==> config.mk <==
export PLATFORM = sky130hd
export DESIGN_NAME = gf180mcu_fd_sc_mcu7t5v0__addf_serial_ctrl
export DESIGN_NICKNAME = d
export VERILOG_FILES = /design/src/rtl/gf180mcu_fd_sc_mcu7t5v0__addf_serial_ctrl_pkg.sv /design/src/rtl/gf180mcu_fd_sc_mcu7t5v0__addf_serial_ctrl_addf.sv /design/src/rtl/gf180mcu_fd_sc_mcu7t5v0__addf_serial_ctrl.sv
export SDC_FILE = /design/constraint.sdc
export NUM_CORES = 1
export LEC_CHECK = 0
export ABC_AREA = 1
export BUFFER_PORTS_ARGS = -buffer_cell sky130_fd_sc_hd__buf_2
export CORE_UTILIZATION = 25
export CTS_CLUSTER_DIAMETER = 80
export DETAILED_ROUTE_END_ITERATION = 7
export PLACE_DENSITY = 0.44
export SETUP_SLACK_MARGIN = 0.02
export SYNTH_ARGS = -nofsm -noshare
export SYNTH_HDL_FRONTEND = slang
export SYNTH_SLANG_ARGS = --single-unit
export TNS_END_PERCENT = 30
==> constraint.sdc <==
create_clock -name CLK -period 1.25 [get_ports CLK]
set_input_delay 0.0625 -clock CLK [delete_from_list [all_inputs] [get_ports CLK]]
set_output_delay 0.0625 -clock CLK [all_outputs]
set_load 0.02 [all_outputs]
==> src/rtl/gf180mcu_fd_sc_mcu7t5v0__addf_serial_ctrl_pkg.sv <==
// -----------------------------------------------------------------------------
// gf180mcu_fd_sc_mcu7t5v0__addf_serial_ctrl_pkg
// Shared definitions for the bit-serial adder sequencer:
//   - state_t      : FSM state codes (2-bit binary, code 3 is illegal)
//   - WIDTH_MIN/MAX: legal operand width range
//   - width_ok()   : legality check used at elaboration time
// -----------------------------------------------------------------------------
package gf180mcu_fd_sc_mcu7t5v0__addf_serial_ctrl_pkg;

   typedef enum logic [1:0] {
      ST_IDLE = 2'd0,
      ST_RUN  = 2'd1,
      ST_DONE = 2'd2
   } state_t;

   localparam int WIDTH_MIN = 2;
   localparam int WIDTH_MAX = 32;

   function automatic bit width_ok(input int w);
      return (w >= WIDTH_MIN) && (w <= WIDTH_MAX);
   endfunction

endpackage

==> src/rtl/gf180mcu_fd_sc_mcu7t5v0__addf_serial_ctrl_addf.sv <==
// -----------------------------------------------------------------------------
// gf180mcu_fd_sc_mcu7t5v0__addf
// Behavioural model of the library full-adder cell used by the serial adder.
// Ports:
//   A, B, CI : addend bits and carry-in
//   S, CO    : sum and carry-out (purely combinational)
//   VDD, VSS : supply pins, present only when USE_POWER_PINS is defined
// -----------------------------------------------------------------------------
module gf180mcu_fd_sc_mcu7t5v0__addf (
`ifdef USE_POWER_PINS
   inout  wire  VDD,
   inout  wire  VSS,
`endif
   input  logic A,
   input  logic B,
   input  logic CI,
   output logic CO,
   output logic S
);

   assign S  = A ^ B ^ CI;
   assign CO = (A & B) | (A & CI) | (B & CI);

endmodule

==> src/rtl/gf180mcu_fd_sc_mcu7t5v0__addf_serial_ctrl.sv <==
// -----------------------------------------------------------------------------
// gf180mcu_fd_sc_mcu7t5v0__addf_serial_ctrl
// Bit-serial adder sequencer: {CO,S} = A + B + CI computed LSB-first through a
// single full-adder cell over WIDTH cycles, carry registered between cycles.
// Ports:
//   CLK        : clock, rising edge
//   RN         : asynchronous active-low reset
//   START      : request, accepted in IDLE or DONE only
//   A, B, CI   : operands / carry-in, sampled on the accepting edge only
//   BUSY       : high while the adder is stepping (RUN)
//   DONE       : one-cycle pulse, S/CO hold the new result
//   S, CO      : registered result, holds the last completed operation
//   VDD, VSS   : supply pass-through to the cell (USE_POWER_PINS only)
// -----------------------------------------------------------------------------
module gf180mcu_fd_sc_mcu7t5v0__addf_serial_ctrl
   import gf180mcu_fd_sc_mcu7t5v0__addf_serial_ctrl_pkg::*;
#(
   parameter int WIDTH = 8
) (
`ifdef USE_POWER_PINS
   inout  wire              VDD,
   inout  wire              VSS,
`endif
   input  logic             CLK,
   input  logic             RN,
   input  logic             START,
   input  logic [WIDTH-1:0] A,
   input  logic [WIDTH-1:0] B,
   input  logic             CI,
   output logic             BUSY,
   output logic             DONE,
   output logic [WIDTH-1:0] S,
   output logic             CO
);

   if (!width_ok(WIDTH)) begin : g_width_err
      $error("addf_serial_ctrl: WIDTH=%0d outside legal range 2..32", WIDTH);
   end

   localparam int             CW       = $clog2(WIDTH);
   localparam logic [CW-1:0]  LAST_CNT = CW'(WIDTH - 1);

   state_t           r_state;
   logic [WIDTH-1:0] r_a_sh;
   logic [WIDTH-1:0] r_b_sh;
   logic [WIDTH-1:0] r_sum_sh;
   logic             r_carry;
   logic [CW-1:0]    r_cnt;
   logic             r_busy;
   logic             r_done;
   logic [WIDTH-1:0] r_s;
   logic             r_co;

   logic             w_sum;
   logic             w_co;

   gf180mcu_fd_sc_mcu7t5v0__addf u_addf (
`ifdef USE_POWER_PINS
      .VDD (VDD),
      .VSS (VSS),
`endif
      .A   (r_a_sh[0]),
      .B   (r_b_sh[0]),
      .CI  (r_carry),
      .CO  (w_co),
      .S   (w_sum)
   );

   always_ff @(posedge CLK or negedge RN) begin
      if (!RN) begin
         r_state  <= ST_IDLE;
         r_a_sh   <= '0;
         r_b_sh   <= '0;
         r_sum_sh <= '0;
         r_carry  <= 1'b0;
         r_cnt    <= '0;
         r_busy   <= 1'b0;
         r_done   <= 1'b0;
         r_s      <= '0;
         r_co     <= 1'b0;
      end else begin
         case (r_state)
            // DONE behaves like IDLE for acceptance, which gives back-to-back
            // operation with no idle cycle when START is held.
            ST_IDLE, ST_DONE: begin
               r_done <= 1'b0;
               if (START) begin
                  r_a_sh  <= A;
                  r_b_sh  <= B;
                  r_carry <= CI;
                  r_cnt   <= '0;
                  r_busy  <= 1'b1;
                  r_state <= ST_RUN;
               end else begin
                  r_state <= ST_IDLE;
               end
            end
            ST_RUN: begin
               r_a_sh   <= r_a_sh >> 1;
               r_b_sh   <= r_b_sh >> 1;
               r_sum_sh <= {w_sum, r_sum_sh[WIDTH-1:1]};
               r_carry  <= w_co;
               if (r_cnt == LAST_CNT) begin
                  // Result registers update only here, so S/CO hold the
                  // previous result for the whole RUN phase.
                  r_s     <= {w_sum, r_sum_sh[WIDTH-1:1]};
                  r_co    <= w_co;
                  r_cnt   <= '0;
                  r_busy  <= 1'b0;
                  r_done  <= 1'b1;
                  r_state <= ST_DONE;
               end else begin
                  r_cnt <= r_cnt + 1'b1;
               end
            end
            default: begin
               // Illegal code 3: recover to IDLE on the next edge.
               r_busy  <= 1'b0;
               r_done  <= 1'b0;
               r_state <= ST_IDLE;
            end
         endcase
      end
   end

   assign BUSY = r_busy;
   assign DONE = r_done;
   assign S    = r_s;
   assign CO   = r_co;

endmodule
==> summary.md, run 1 <==
| Metric | Value |
|---|---|
| #FFs+latches synth | 40 |
| Fillers | 820 |
| Synth Instances | 227 |
| Initial antenna violation count | 0 |
| Layout cell share with drive strength beyond 1 | 25.56% |
| CTS tree | done |
| Main synth FF type | dfrtp_1 |
| Ports | 31 |
| Initial DRC count | 82 |
| Top post-synthesis cells by area | dfrtp_1, nand2_1, inv_1, nand3_1, o21ai_2 |
| Router iterations before antenna repair | 4 |
| Inst Count DP | 357 |
| Die X | 89.22 um |
| Global-route wire length before repair | 6.748 mm |
| Vias | 1436 |
| DRC | 0 |
| Final cell count without fillers | 369 |
| Final setup viols | 0 |
| Sum Neg Setup Slack | 0 ns |
| Diode count | 0 |
| Post-layout min period | 1.204 ns |
| Largest net degree at the start of global routing | 41 |
| Synth cell count leaders | nand2_1, dfrtp_1, inv_1 |
| Synth top area share | 52.63% |
| Post-synth EDFFs | 0 |
| Total track usage | 11.21% |
| Comb power frac | 47.5% |
| Port Buf Inserts | 30 |
| Clk pwr share | 14.9% |
| CP Max Fanout | 2 |
| Syn_area_per_cell | 8.378 um2 |
| Power share of the sequential group | 37.6% |
| Die ar. | 7960 um2 |
| Area delta synth->final | 24.47% |
| Sw Share | 41.37% |
| Wire length per cell | 10.53 um |
| Crit share post-route | 96.28% |
| Total wire length | 3.885 mm |
| CORE AREA | 7292 um2 |
| Sw power | 2.462 mW |
| MaxCap Viol Count | 0 |
| Max-Slew Margin vs Limit | 85.33% |
| Syn nets | 250 |
| Status | finished, final reports clean |
| Register area share after synthesis | 52.63% |
| Hold violation total from the final report | 0 |
| Hold/Removal Path Class | in2reg |
| CTS clk-pin slew, worst paths | 0.07 ns |
| Worst Setup End Kind | register |
| Worst-case clock buffer depth | 2 |
| Int Pwr | 3.490 mW |
| Startpoint Class | register |
| Root buf cell | clkbuf_8 |
| Synth cell types | 17 |
| Total CTS buffers | 5 |
| Multi-input combinational cell area | 685.7 um2 |
| Worst slew pin tran | 0.2201 ns |
| PwrDens | 2514 nW/um2 |
| Setup Crit Path Kind | reg2reg |
| Fmax | 0.8309 GHz |
| Most frequent cell after synthesis | nand2_1 |
| Initial Util | 26.08% |
| RSZ-0062 raised after global routing | yes |
| Critical path data required time | 1.47 ns |
| Cell taking the most area after synthesis | dfrtp_1 |
| Worst vdd ir | 514.2 uV |
| # clock sinks | 40 |
| Asr flop ratio synth | 100.0% |
| Setup Skew | 0.002526 ns |
| Synthesized cell area | 1902 um2 |
| WP data arrival | 1.43 ns |
| Register area | 1001 um2 |
| Vias in the first global route | 1419 |
| Hpwl dp | 2.617 mm |
| DRT antenna net count | 0 |
| Routed vias/inst | 3.892 |
| Die Y | 89.22 um |
| FP Rows | 31 |
| Leak | 1.306 nW |
| Clk_lat worst skew | 0.29 ns |
| Synth warn | 0 |
| H-Tree Depth | 2 |
| Fin. max-slew vios | 0 |
| GRT overflow | 0 |
| NumNets Final | 292 |
| RD Place Congestion | 0.6359 |
[registers in the layout, summed over array words and instances, names as in the netlist, 2 cells and up]
register,cells
S,8
r_a_sh,8
r_b_sh,8
r_cnt,3
r_state,2
r_sum_sh,7
[through the flow]
step | utilization [%] | worst slack, ns | power [mW] | cell area [um2] | hold slack (ns)
6_report | 32.46 | 0.04646 | 5.952 | 2367 | 0.01511
2_1_floorplan | - | 0.06828 | 4.237 | 1904 | -0.2331
4_1_cts | 32.02 | 0.02540 | 5.962 | 2335 | 0.01371
5_1_grt | 32.46 | 0.004305 | 6.579 | 2367 | 0.04379
3_3_place_gp | 30.51 | 0.06278 | 5.010 | 2225 | 0.06080
3_5_place_dp | 30.51 | 0.02534 | 5.029 | 2225 | 0.05521
[worst paths after layout]
path / start / end / slack, ns / depth (start not counted)
max in group asynchronous: RN / r_a_sh[4]$_DFFE_PN0P_ / 0.79 / 3
hold / removal: A[7] / r_a_sh[7]$_DFFE_PN0P_ / 0.02 / 3
setup reg to reg: r_carry$_DFFE_PN0P_ / S[7]$_DFFE_PN0P_ / 0.05 / 3
hold reg to reg: BUSY$_DFFE_PN0P_ / BUSY$_DFFE_PN0P_ / 0.47 / 2
min in group asynchronous: RN / S[5]$_DFFE_PN0P_ / 0.26 / 3
setup / recovery: r_carry$_DFFE_PN0P_ / S[7]$_DFFE_PN0P_ / 0.05 / 3
[routing by layer]
layer | wire length, um | vias up | global-route usage, % | share of wire, %
met5 | 0 | - | 0 | 0
met2 | 1672 | 20 | 16.93 | 43
met4 | 79 | 0 | 4.762 | 2.0
li1 | - | 768 | - | -
met1 | 1999 | 642 | 15.30 | 51
met3 | 133 | 6 | 2.770 | 3.4
[power by group through the flow]
stage / registers, mW / clock network (mW) / logic (mW)
global route: 2.32 / 0.980 / 3.28
global placement: 2.26 / 0 / 2.75
detailed placement: 2.26 / 0 / 2.77
CTS: 2.24 / 0.930 / 2.80
floorplan: 2.37 / 0 / 1.87
finish: 2.24 / 0.889 / 2.83
[kinds of logic (layout without fill, tap and decap cells)]
family | after synthesis | after routing | share of synthesized area, %
flip-flops | 40 | 40 | 52.63
AND/OR/NAND/NOR | 112 | 112 | 25.92
buffers and inverters | 52 | 95 | 12.24
adder cells (fa/ha/maj) | 3 | 3 | 2.368
AO/OA/AOI/OAI | 20 | 20 | 6.842
[what timing repair did]
action | in CTS | in global routing
endpoints found under the setup margin | 0 | 27
hold endpoints to repair | 41 | 0
hold buffers | 2 | 0
gates resized for setup | 0 | 6
setup buffers | 0 | 2
[worst max-delay path: stages, from the launching register on]
cell and delay (ns):
dfrtp_1 0.41, fa_2 0.56, inv_1 0.05, o21ai_2 0.11
[layout make-up]
cell class	count	share of cell area, %
sequential	40	42.28
clock buffer	8	3.805
timing repair buffer	44	12.58
inverter	43	7.135
multi-input combinational	135	28.96
tap	99	5.233
[cell usage in the layout (no fill, tap or decap), types with 2 or more instances in the layout]
cell type      netlist  routed
nand3_1             30      30
nand2_1             73      73
nand2_4              4       4
clkbuf_8             0       6
clkbuf_1             0       2
dlygate4sd3_1        0       2
inv_2                1       2
buf_12               0       3
o21ai_0             12      11
nor2_1               3       3
o21ai_2              8       8
buf_4                1       9
dfrtp_1             40      40
buf_2                5      30
inv_1               40      39
Note: power is estimated with default switching activity, not from simulation.
==> run 2, diff against run 1 <==
- MAX_ROUTING_LAYER: unset -> met4
==> run 2 against run 1 <==
Worst setup slack gained 0.00091 ns; count of clock-buffer cells in the layout stayed put; final cell count grew 0.27%; largest cell class unchanged; critical path type unchanged; utilization rose by 0.45 points.
==> summary.md, run 2 (synthesis results as in run 1) <==
| Metric | Value |
|---|---|
| Status | finished, final reports clean |
| Setup Crit Path Kind | reg2reg |
| Hold violation total from the final report | 0 (unchanged) |
| Crit share post-route | 96.21% (about the same) |
| WP data arrival | 1.43 ns (about the same) |
| Total wire length | 3.953 mm (+1.8%) |
| Most common cell after layout, fill and taps aside | nand2_1 |
| Clk_lat worst skew | 0.29 ns (about the same) |
| Initial antenna violation count | 0 (unchanged) |
| Setup Skew | 0.002567 ns (+0.00004158 ns) |
| DRC | 0 (unchanged) |
| Worst vdd ir | 513.0 uV (-0.22%) |
| Commonest cells after routing, fill and taps aside | nand2_1, dfrtp_1, inv_1 |
| Max-Slew Margin vs Limit | 85.34% (about the same) |
| CP Max Fanout | 2 (unchanged) |
| Vias in the first global route | 1420 (+0.070%) |
| Die X | 89.22 um (unchanged) |
| Final setup viols | 0 (unchanged) |
| Ports | 31 (unchanged) |
| Startpoint Class | register |
| Fillers | 815 (-0.61%) |
| # clock sinks | 40 (unchanged) |
| Die ar. | 7960 um2 (unchanged) |
| Global-route wire length before repair | 6.755 mm (+0.10%) |
| PwrDens | 2504 nW/um2 (-0.40%) |
| Fin. max-slew vios | 0 (unchanged) |
| Total track usage | 11.56% (+0.35 points) |
| Max Used Layer | met4 |
| Die Y | 89.22 um (unchanged) |
| DR WL met3 | 133 um (unchanged) |
| M1 WL | 2.037 mm (+1.9%) |
| GRT overflow | 0 (unchanged) |
| Worst slew pin tran | 0.2199 ns (-0.0001519 ns) |
| Area delta synth->final | 26.18% |
| NumNets Final | 293 (+0.34%) |
| Port Buf Inserts | 30 (unchanged) |
| Routed vias/inst | 3.919 (+0.70%) |
| Fmax | 0.8315 GHz (about the same) |
| Wire length per cell | 10.68 um (+1.5%) |
| Post-layout min period | 1.203 ns (-0.0009118 ns) |
| Largest net degree at the start of global routing | 41 (unchanged) |
| CTS tree | done |
| FP Rows | 31 (unchanged) |
| Met2 wire length | 1.708 mm (+2.2%) |
| Diode count | 0 (unchanged) |
| DRT antenna net count | 0 (unchanged) |
| Vias | 1450 (+0.97%) |
| RSZ-0062 raised after global routing | yes |
| Hpwl dp | 2.617 mm (unchanged) |
| MaxCap Viol Count | 0 (unchanged) |
| Router iterations before antenna repair | 4 (unchanged) |
| CTS clk-pin slew, worst paths | 0.07 ns (about the same) |
| Total CTS buffers | 5 (unchanged) |
| Sum Neg Setup Slack | 0 ns (unchanged) |
| Worst Setup End Kind | register |
| H-Tree Depth | 2 (unchanged) |
| Initial DRC count | 87 (+6.1%) |
| RD Place Congestion | 0.6411 (+0.82%) |
| Layout cell share with drive strength beyond 1 | 26.94% (+1.4 points) |
| Initial Util | 26.08% (unchanged) |
| Hold/Removal Path Class | in2reg |
| Root buf cell | clkbuf_8 |
| Leak | 1.320 nW (+1.1%) |
| CORE AREA | 7292 um2 (unchanged) |
| Worst-case clock buffer depth | 2 (unchanged) |
| Hold Worst Slack | 0.01701 ns (+0.001903 ns) |
| Critical path data required time | 1.47 ns (about the same) |
-- run 2: cell count changes in the layout (fill, tap and decap cells not counted) --
cell and delta:
nand2_2 +3, clkbuf_16 +1, nand2_1 -3
-- run 2: per-stage QoR --
step	area [um2]	util [%]	total power, mW	cells	setup WS (ns)
finish	2400	32.91	6.009	370	0.04737
global route	2400	32.91	6.634	370	0.009458
CTS	2335	32.02	5.962	367	0.02540
detailed placement	2225	30.51	5.029	357	0.02534
global placement	2225	30.51	5.010	357	0.06278
floorplan	1904	-	4.237	227	0.06828
-- run 2: area by class of cell --
cell class | count | area [um2] | share of cell area [%]
inverter | 43 | 168.9 | 7.039
tap | 99 | 123.9 | 5.162
multi-input combinational | 135 | 693.2 | 28.88
timing repair buffer | 45 | 322.8 | 13.45
sequential | 40 | 1001 | 41.71
clock buffer | 8 | 90.09 | 3.754
-- run 2: critical path, stage by stage (launching register included) --
cell	delay [ns]
dfrtp_1	0.41
fa_2	0.56
inv_1	0.05
o21ai_2	0.11
-- run 2: final timing paths --
path	start	end	slack (ns)	cells past startpoint
worst max-delay path	r_carry$_DFFE_PN0P_	S[7]$_DFFE_PN0P_	0.05	3
worst min-delay path	A[7]	r_a_sh[7]$_DFFE_PN0P_	0.02	3
worst max register to register	r_carry$_DFFE_PN0P_	S[7]$_DFFE_PN0P_	0.05	3
worst min register to register	BUSY$_DFFE_PN0P_	BUSY$_DFFE_PN0P_	0.47	2
max in group asynchronous	RN	r_a_sh[4]$_DFFE_PN0P_	0.79	3
min in group asynchronous	RN	S[5]$_DFFE_PN0P_	0.26	3
-- run 2: repair_timing --
| action | CTS | global route |
|---|---|---|
| resized for setup | 0 | 9 |
| hold buffers | 2 | 0 |
| endpoints found under the setup margin | 0 | 27 |
| buffers inserted | 0 | 2 |
| hold endpoints to repair | 41 | 0 |
-- run 2: report_power, final --
part	switching [mW]	internal, mW	total [mW]
logic	1.70	1.17	2.87
registers	0.342	1.90	2.25
clock network	0.442	0.451	0.892
-- run 2: per-layer routing --
metal / up-vias / global-route usage [%]
li1: 770 / -
met1: 652 / 15.30
met2: 21 / 16.93
met3: 7 / 2.770
met4: 0 / 4.762
met5: - / -
==> run 3, diff against run 2 <==
--- a/config.mk
+++ b/config.mk
@@ -7,3 +7,2 @@
 export LEC_CHECK = 0
-export ABC_AREA = 1
 export BUFFER_PORTS_ARGS = -buffer_cell sky130_fd_sc_hd__buf_2
==> constraint.sdc (replaced) <==
create_clock -name CLK -period 1.25 [get_ports CLK]
set_input_delay 0.125 -clock CLK [delete_from_list [all_inputs] [get_ports CLK]]
set_output_delay 0.125 -clock CLK [all_outputs]
set_load 0.02 [all_outputs]
==> run 3 against run 2 <==
The run now ends with negative setup slack left; wire length shrank 3.8%; sequential power rose by 4%; clock skew increased by 0.0088 ns; critical path depth up 1; non-clock buffer count up 7; combinational power shrank 8.7%; synthesized cell count down 39%; die area up 4.6%; clock power increased by 15%; highest routed layer unchanged.
==> summary.md, run 3 <==
| Metric | Value |
|---|---|
| Final total power | 5.983 mW (-0.43%) |
| Register area share after synthesis | 50.28% (-2.3 points) |
| Startpoint Class | register |
| Hpwl dp | 2.782 mm (+6.3%) |
| Failing checks | negative setup slack |
| Worst slew pin tran | 0.3320 ns (+0.1121 ns) |
| Layout cell share with drive strength beyond 1 | 44.21% (+17 points) |
| NumNets Final | 212 (-28%) |
| CP Max Fanout | 5 (+3) |
| Clk_lat worst skew | 0.29 ns (about the same) |
| Initial antenna violation count | 0 (unchanged) |
| RR Endpoint | S[0]$_DFFE_PN0P_ |
| MaxCap Viol Count | 0 (unchanged) |
| RSZ-0062 raised after global routing | yes |
| Asr flop ratio synth | 100.0% (unchanged) |
| DRC | 0 (unchanged) |
| Synth Instances | 139 (-39%) |
| Placed Instance Area | 2391 um2 (+7.5%) |
| Worst R2R Start | r_cnt[1]$_DFFE_PN0P_ |
| Family with the most delay on the worst path | flip-flops |
| Worst path bufs/invs | 0 (-1) |
| CTS clk-pin slew, worst paths | 0.08 ns (about the same) |
| Ports | 31 (unchanged) |
| WP data arrival | 1.51 ns (+0.08 ns) |
| Hold violation total from the final report | 0 (unchanged) |
| Largest net degree at the start of global routing | 20 (-51%) |
| Final core occ | 33.13% (+0.22 points) |
| Leak | 1.281 nW (-2.9%) |
| FP Rows | 32 (+3.2%) |
| PwrDens | 2337 nW/um2 (-6.7%) |
| Initial Util | 25.76% (-0.32 points) |
| Largest stage delay on the critical path | 0.39 ns (-0.17 ns) |
| Syn nets | 162 (-35%) |
| Setup Crit Path Kind | reg2reg |
| Area delta synth->final | 28.60% |
| Router iterations before antenna repair | 2 (-2) |
| Register area | 1003 um2 (+0.25%) |
| Routed vias/inst | 4.308 (+9.9%) |
| Worst vdd ir | 536.2 uV (+4.5%) |
| Die ar. | 8324 um2 (+4.6%) |
| Cell taking the most area after synthesis | dfrtp_1 |
| Root buf cell | clkbuf_8 |
| Initial DRC count | 38 (-56%) |
| Status | complete, but fails checks |
| Die X | 91.24 um (+2.3%) |
| DRT antenna net count | 0 (unchanged) |
| Worst setup startpoint | r_cnt[1]$_DFFE_PN0P_ |
| Synth cell types | 22 (+5) |
| Critical path data required time | 1.42 ns (-0.05 ns) |
| Most common cell after layout, fill and taps aside | mux2i_1 |
| CORE AREA | 7727 um2 (+6.0%) |
| GRT overflow | 0 (unchanged) |
| Global-route wire length before repair | 6.534 mm (-3.3%) |
| Syn_area_per_cell | 14.32 um2 (+71%) |
| #FFs+latches synth | 40 (unchanged) |
| Commonest cells after routing, fill and taps aside | mux2i_1, dfrtp_1, buf_2 |
| Vias | 1258 (-13%) |
| Hold/Removal Path Class | in2reg |
| Total CTS buffers | 5 (unchanged) |
| Multi-input combinational cell area | 958.4 um2 (+38%) |
| Synth top area share | 50.28% (-2.3 points) |
| Crit share post-route | 106.9% (+11 points) |
| RD Place Congestion | 0.7416 (+16%) |
| R2R cell count | 4 (+1) |
| R2R setup slack | -0.09 ns (-0.13 ns) |
| # clock sinks | 40 (unchanged) |
| Post-synth EDFFs | 0 (unchanged) |
| Crit path to | S[0]$_DFFE_PN0P_ |
| Post-layout min period | 1.336 ns (+0.1331 ns) |
| Main synth FF type | dfrtp_1 |
| Port Buf Inserts | 30 (unchanged) |
| Worst hold stages | 3 (unchanged) |
| Fmax | 0.7486 GHz (-10%) |
| Crit-path cells | ha_2, ha_4, nand3b_4, mux2_4 |
| Total track usage | 10.29% (-1.3 points) |
| Most frequent cell after synthesis | mux2i_1 |
| CP Depth | 4 (+1) |
| Worst-case clock buffer depth | 2 (unchanged) |
| Top post-synthesis cells by area | dfrtp_1, mux2i_1, mux2_4, buf_4, ha_1 |
| H-Tree Depth | 2 (unchanged) |
| Fillers | 783 (-3.9%) |
| Die Y | 91.24 um (+2.3%) |
| Diode count | 0 (unchanged) |
| Final worst slack | -0.08576 ns (-0.1331 ns) |
| Worst Setup End Kind | register |
| Total wire length | 3.802 mm (-3.8%) |
| Max-Slew Margin vs Limit | 77.87% (-7.5 points) |
| Synth warn | 0 (unchanged) |
| Vias in the first global route | 1333 (-6.1%) |
| Fin. max-slew vios | 0 (unchanged) |
| Synthesized cell area | 1991 um2 (+4.7%) |
| CP max stage cell | dfrtp_1 |
| Setup Skew | 0.01138 ns (+0.008814 ns) |
| Fin area | 2560 um2 (+6.7%) |
| Final setup viols | 11 (+11) |
| Wire length per cell | 13.02 um (+22%) |
| CTS tree | done |
| Synth cell count leaders | mux2i_1, dfrtp_1, mux2_4 |
[run 3: cell count changes in the layout (fill, tap and decap cells not counted), sizes merged, moves of 3 or more]
cell,change
buf,+9
mux2i,+47
nand2,-78
mux2,+17
clkbuf,-3
nand3,-26
inv,-42
o21ai,-18
[run 3: where the power goes]
part	switching, mW	internal [mW]	total [mW]
logic	1.08	1.53	2.62
registers	0.446	1.89	2.34
clock network	0.440	0.593	1.03
total	1.97	4.01	5.98
[run 3: tightest hold or removal path, stage by stage]
cell     delay (ns)
buf_2          0.07
mux2i_1        0.06
mux2i_1        0.11
[run 3: through the flow]
| stage | std cells | worst slack [ns] | setup TNS [ns] | hold WS, ns |
|---|---|---|---|---|
| after floorplan | 139 | -0.1132 | -1.068 | -0.1706 |
| after global placement | 280 | -0.09926 | -0.9662 | 0.04695 |
| after detailed placement | 280 | -0.1327 | -1.244 | 0.04672 |
| after CTS | 290 | -0.1040 | -1.007 | 0.1007 |
| after global routing | 292 | -0.1340 | -1.479 | 0.1051 |
| final | 292 | -0.08576 | -0.7659 | 0.1126 |
[run 3: worst min path at each step]
stage	from	endpoint	slack, ns
final	A[3]	r_a_sh[3]$_DFFE_PN0P_	0.11
after global routing	A[6]	r_a_sh[6]$_DFFE_PN0P_	0.11
after CTS	A[6]	r_a_sh[6]$_DFFE_PN0P_	0.10
after detailed placement	RN	r_sum_sh[2]$_DFFE_PN0N_	0.05
after global placement	RN	r_sum_sh[1]$_DFFE_PN0N_	0.05
after floorplan	RN	BUSY$_DFFE_PN0P_	-0.17
[run 3: logic make-up (layout without fill, tap and decap cells)]
kind of cell | count (synthesis) | in the layout | synth area share (%)
adders and majority gates | 3 | 3 | 2.263
muxes | 64 | 64 | 36.27
and+or+nand+nor | 15 | 16 | 5.028
DFF | 40 | 40 | 50.28
AOI/OAI and AO/OA | 6 | 6 | 2.326
buffers and inverters | 11 | 61 | 3.834
[run 3: layout make-up]
cell class                 count  area share, %
multi-input combinational     89          37.44
clock inverter                 2          1.369
clock buffer                   6          2.835
sequential                    40          39.20
inverter                       1         0.1466
tap                          102          4.985
timing repair buffer          52          14.03
[run 3: layer usage]
layer / vias up / routed length (um) / GRT usage [%]
li1: 602 / - / -
met1: 622 / 1824 / 12.63
met2: 29 / 1806 / 16.54
met3: 5 / 135 / 3.015
met4: 0 / 36 / 2.778
met5: - / 0 / -
[run 3: what timing repair did]
action / 4_1_cts / 5_1_grt
setup buffers: 0 / 2
pin swaps: 2 / 1
hold buffers: 1 / 0
hold endpoints to repair: 12 / 0
gates resized for setup: 3 / 4
cloned: 1 / 0
endpoints found under the setup margin: 19 / 26
